[src/rtl/bin8_to_bcd_seq.sv]
// bin8_to_bcd_seq: sequential 8-bit binary to 3-digit BCD converter (double dabble, one step per clock)
module bin8_to_bcd_seq (
    input  logic        clk,
    input  logic        rst_n,
    input  logic        in_valid,
    output logic        in_ready,
    input  logic [7:0]  in_data,
    output logic        out_valid,
    input  logic        out_ready,
    output logic [11:0] out_bcd,
    output logic [7:0]  out_bin,
    output logic        busy
);
    typedef enum logic [1:0] {IDLE, SHIFT, DONE} state_t;
    state_t      state;
    logic [7:0]  sh;
    logic [11:0] acc;
    logic [11:0] adj;
    logic [11:0] nxt;
    logic [2:0]  cnt;
    // one double-dabble step: add 3 to every digit >= 5, then shift in the next binary bit
    always_comb begin
        adj[3:0]  = acc[3:0]  >= 4'd5 ? acc[3:0]  + 4'd3 : acc[3:0];
        adj[7:4]  = acc[7:4]  >= 4'd5 ? acc[7:4]  + 4'd3 : acc[7:4];
        adj[11:8] = acc[11:8] >= 4'd5 ? acc[11:8] + 4'd3 : acc[11:8];
        nxt       = {adj[10:0], sh[7]};
    end
    // control FSM with registered handshake outputs; out_bcd only loads on the final step
    always_ff @(posedge clk or negedge rst_n) begin
        if (!rst_n) begin
            state     <= IDLE;
            sh        <= 8'h00;
            acc       <= 12'h000;
            cnt       <= 3'd0;
            out_bcd   <= 12'h000;
            out_bin   <= 8'h00;
            in_ready  <= 1'b1;
            out_valid <= 1'b0;
            busy      <= 1'b0;
        end else begin
            case (state)
                IDLE: if (in_valid) begin
                    sh       <= in_data;
                    out_bin  <= in_data;
                    acc      <= 12'h000;
                    cnt      <= 3'd0;
                    state    <= SHIFT;
                    in_ready <= 1'b0;
                    busy     <= 1'b1;
                end
                SHIFT: begin
                    acc <= nxt;
                    sh  <= {sh[6:0], 1'b0};
                    cnt <= cnt == 3'd7 ? cnt : cnt + 3'd1;
                    if (cnt == 3'd7) begin
                        out_bcd   <= nxt;
                        state     <= DONE;
                        out_valid <= 1'b1;
                    end
                end
                DONE: if (out_ready) begin
                    state     <= IDLE;
                    out_valid <= 1'b0;
                    in_ready  <= 1'b1;
                    busy      <= 1'b0;
                end
                default: state <= IDLE;
            endcase
        end
    end
endmodule

[config.mk]
export PLATFORM = sky130hd
export DESIGN_NAME = bin8_to_bcd_seq
export DESIGN_NICKNAME = d
export VERILOG_FILES = /design/src/rtl/bin8_to_bcd_seq.sv
export SDC_FILE = /design/constraint.sdc
export NUM_CORES = 1
export LEC_CHECK = 0
export ABC_AREA = 1
export CAP_MARGIN = 10
export CORE_MARGIN = 2
export CORE_UTILIZATION = 51
export CTS_CLUSTER_SIZE = 40
export DETAILED_ROUTE_END_ITERATION = 12
export PLACE_DENSITY = 0.73
export SLEW_MARGIN = 20
export SYNTH_ARGS = -nofsm -noshare
export SYNTH_HDL_FRONTEND = slang
export SYNTH_SLANG_ARGS = --single-unit
[constraint.sdc]
create_clock -name clk -period 1.67 [get_ports clk]
set_input_delay 0.167 -clock clk [delete_from_list [all_inputs] [get_ports clk]]
set_output_delay 0.167 -clock clk [all_outputs]
set_load 0.01 [all_outputs]
### Word-level counts from Yosys, hierarchy flattened

Index checks and enable logic that the tools add are counted.

* add/sub/neg operators: 4
* order comparisons: 3
* eq/ne operators: 7
* multiplexer cells: 22
* reductions and logical operators: 11

Operators with widths (count)
* case mux 12 bit (2 select lines): 1
* case mux 8 bit (2 select lines): 1
* >= comparator 4 x 3 -> 1 bit, second input constant: 3
* 2-to-1 mux 12 bit: 1
* AND reduction 3 bit: 4
* 2-to-1 mux 3 bit: 3
* adder 4 x 2 -> 4 bit, second input constant: 2
* 2-to-1 mux 4 bit: 2
* 2-to-1 mux 8 bit: 1
* != test 2 bit, second input constant: 4
* 2-to-1 mux 2 bit: 3
* case mux 1 bit (2 select lines): 3
* case mux 2 bit (3 select lines): 1
* case mux 3 bit (2 select lines): 1
* AND reduction 2 bit: 3
* nonzero test 2 bit: 3
* 2-to-1 mux 1 bit: 5
* adder 3 x 1 -> 3 bit, second input constant: 1
* adder 3 x 2 -> 3 bit, second input constant: 1
* == test 3 bit, second input constant: 1
* == test 2 x 1 -> 1 bit, second input constant: 1
* == test 2 bit, second input constant: 1
* zero test 2 bit: 1

* register bits: 48
* input bits: 12
* output and inout port bits: 23
* logic and storage cells: 56

### Depth between registers and ports, before layout

* depth in word-level cells: 3
* depth in mapped cells: 9
* mapped depth without buffers: 9

### Least setup slack after synthesis

Ideal clock, no wire load.

* kind: register -> register
* from: register cnt[0]
* to: register cnt[0]
* arrival: 1.176 ns
* data required time: 1.548 ns
* setup slack: 0.373 ns
* stages on the path, launching flop included: 7
* path buffers: 0
* clock period less this slack: 1.297 ns
* cells stage by stage: dfrtp_1 ha_1 ha_1 nor2_2 nor2_2 nand2_1 o21ai_1

* cells in the longest elaborated chain, start to end: 3
* elaborated cells between the ends (all ways): 6
* classes of those cells: add/sub (1); eq/ne (2); mux (2); reduce/logical (1)

RTL lines
* from (decl): line 20 `logic [2:0] cnt;`
* from (signal assigned): line 54 `cnt <= cnt == 3'd7 ? cnt : cnt + 3'd1;`
* adder 3 x 1 -> 3 bit / == test 3 bit (equally long branches): line 54
* 2-to-1 mux 3 bit / != test 2 bit (equally long branches)
* case mux 3 bit (2 select lines) / AND reduction 3 bit (equally long branches)

Several ways; a longest one is shown, not always the timed one. The select of a mux whose other input is x is not followed.
A chain may end at the register's enable or synchronous reset.

### Worst setup path in the final report

* from: register in_ready
* to: output in_ready

RTL lines
* from (decl): line 6 `output logic in_ready,`
* from (signal assigned): line 37 `in_ready <= 1'b1;`
* from (signal assigned): line 48 `in_ready <= 1'b0;`
* from (signal assigned): line 64 `in_ready <= 1'b1;`

No word-level cell between the ends.

==> metrics.csv <==
stage;metric;value;unit
sta;finClkSkew;0.00516;ns
yosys;synth-async-reset-ratio;100;%
die;row_count;24;
yosys;yosysSeqAreaShare;52.5;%
cts;path_clk_slew;0.08;ns
cts;clock_sinks;48;
power_and_ir_drop;ir_drop;837;uV
die;initial_core_util;52.9;%
finish;diodes;0;
worst_setup_path;crit_slowest_cell;dfstp_2;
worst_setup_path;path_max_fanout;2;
power_and_ir_drop;p_per_area;1980;nW/um^2
drt;drt_iter0_drc;97;
power_and_ir_drop;p_comb_share;47.6;%
yosys;syn_inst;266;
global_routing;grt_max_degree;49;
worst_setup_path;crit_path_start;in_ready;
yosys;syn_area;2290;sq um
worst_setup_path;crit_path_end_kind;output pin;
yosys;synth_ff_type;dfrtp_1;
drt;wl_per_cell;11.9;um
drt;routed_via_density;4.99;
global_routing;grt_pass1_wl;7800;um
finish;final_area;2750;sq um
finish;area_growth;20.1;%
yosys;syn_area_per_cell;8.60;sq um
global_routing;antenna_found_initial;0;
cts;clk_latency;0.30;ns
finish;layout-drive-gt1-share;7.89;%
worst_setup_path;cpPeakStageDelay;0.54;ns
die;die_area;5040;sq um
cts;cts_buffer_depth;2;
die;die_width;71.0;um
outcome;outcome;complete, no violations;
yosys;syn_nets;286;
cts;cts_root_buf;clkbuf_8;
yosys;synth_top_area_cell;dfrtp_1;
place;place_area;2630;sq um
sta;worst_pin_slew;0.585;ns
yosys;yosys-top-cells-area;dfrtp_1 51%, nand2_1 17%, nand3_1 5.5%, ha_1 4.4%, inv_1 4.1%;
yosys;yosysMostFrequentCell;nand2_1;
cts;cts_buffers;5;
worst_setup_path;worstPathRequired;1.50;ns
drt;vias;1776;
die;core;4320;sq um
sta;post-route-min-period;1.53;ns
cts;cts_tree;built;
worst_setup_path;path_class;register to output pin;
power_and_ir_drop;power.internal;3.24;mW
power_and_ir_drop;cellLeakagePower;1.40;nW
worst_setup_path;r2r-start;cnt[0];
place;gp_congestion;0.831;
worst_setup_path;crit_family;flip-flops;
global_routing;gr-usage-all-layers;19.5;%
drt;drc;0;
power_and_ir_drop;swShare;40.5;%
drt;ant_nets;0;
die;io_pins;35;
drt;routed_wirelength;4230;um
worst_setup_path;worstPathArrival;1.36;ns
sta;finalSetupViolCount;0;
power_and_ir_drop;p_clk_share;15.2;%
sta;hold_viol;0;
worst_setup_path;cp_cell_sequence;clkdlybuf4s50_1;
run;maxCapViolCount;0;
place;io_buffer_count;34;
yosys;synthTopCellsByCount;106 x nand2_1, 47 x dfrtp_1, 25 x inv_1, 25 x nand3_1, 15 x o21ai_0;
power_and_ir_drop;p_seq_share;37.1;%
cts;htreeDepth;2;
sta;fin_setup_tns;0;ns
cts;cts_resized;0;
power_and_ir_drop;p_switching;2.20;mW
worst_setup_path;worst_setup_path_start_kind;register;
global_routing;grt_overflow;0;
place;dpl.hpwl;2970;um
global_routing;grt_pass1_vias;1835;
yosys;synth_top_cell_area_share;51.4;%
drt;first_pass_iters;4;
sta;max_slew_margin;61.0;%
yosys;synth_edf_count;0;
die;die_h;71.0;um
worst_setup_path;path_buf_inv;1;
sta;slew_viol_final;0;
sta;rsz0062_at_grt;false;
min_path;min_from;in_data[6];
finish;fillCellCount;384;
yosys;synth_cell_types;24;
min_path;hp-class;input pin to register;
sta;max_freq;653;MHz
yosys;yosysWarningCount;0;
finish;layout.nets;323;
yosys;ys_seq_elements;48;
sta;post-route-period-util;91.7;%
cells by family after synthesis:
kind of cell	share of synthesized area (%)
buffers and inverters	8.58
AOI/OAI and AO/OA	6.78
DFF	52.5
and+or+nand+nor	27.7
adders and majority gates	4.37
registers in the layout, summed over array words and instances, names as in the netlist:
name	flops
out_bin	8
sh	8
out_valid	1
state	2
in_ready	1
cnt	3
out_bcd	12
busy	1
acc	12
layout make-up:
type	count	area, sq um	area share [%]
inverter	31	131	4.78
clock inverter	2	35.0	1.27
sequential	48	1200	43.7
tap	52	65.1	2.37
timing repair buffer	36	353	12.8
clock buffer	6	72.6	2.64
multi-input combinational	181	890	32.4
power groups by stage:
stage	registers, mW	clock network (mW)	logic, mW
global placement	2.03	0	2.55
floorplan	2.10	0	1.75
global route	2.09	0.882	3.00
finish	2.02	0.829	2.59
CTS	2.02	0.853	2.62
detailed placement	2.03	0	2.60
placed cells by master, fill, tap and decap left out, types with 2 or more instances in the layout:
| cell | count |
|---|---|
| nand2_1 | 106 |
| clkbuf_8 | 5 |
| inv_1 | 25 |
| ha_1 | 8 |
| inv_6 | 2 |
| nand2_4 | 2 |
| inv_2 | 3 |
| nand4_1 | 4 |
| nand3_1 | 25 |
| o21ai_0 | 15 |
| clkdlybuf4s50_1 | 33 |
| dfrtp_1 | 47 |
| o22ai_1 | 3 |
| nor2_1 | 2 |
| nor2_2 | 2 |
| o21ai_1 | 9 |
through the flow:
| stage | utilization, % | cells | setup WS [ns] | power [mW] | hold WS [ns] |
|---|---|---|---|---|---|
| after floorplan | - | 266 | 0.373 | 3.84 | -0.129 |
| after global placement | 60.9 | 347 | 0.263 | 4.58 | 0.295 |
| after detailed placement | 60.9 | 347 | 0.250 | 4.64 | 0.304 |
| after CTS | 63.6 | 356 | 0.123 | 5.49 | 0.428 |
| after global routing | 63.6 | 356 | 0.0938 | 5.97 | 0.449 |
| final | 63.6 | 356 | 0.139 | 5.44 | 0.439 |
timing repair:
action	4_1_cts	5_1_grt
hold buffers	1	0
hold endpoints to repair	47	0
buffers inserted	0	0
layer usage:
| layer | vias up | GRT usage, % | routed length, um |
|---|---|---|---|
| met5 | - | 0 | 0 |
| li1 | 925 | - | - |
| met1 | 816 | 24.1 | 2060 |
| met4 | 0 | 9.01 | 89 |
| met2 | 26 | 32.6 | 1960 |
| met3 | 9 | 4.42 | 120 |
worst paths after layout:
kind | endpoint | slack (ns) | cells past startpoint
max | in_ready | 0.14 | 1
min | out_bin[6] | 0.44 | 3
max reg2reg | out_bcd[5] | 0.25 | 6
min reg2reg | in_ready | 0.47 | 2
max in group asynchronous | out_bcd[1] | 0.79 | 3
min in group asynchronous | sh[6] | 0.48 | 3
Power figures use the tool's default switching activity.
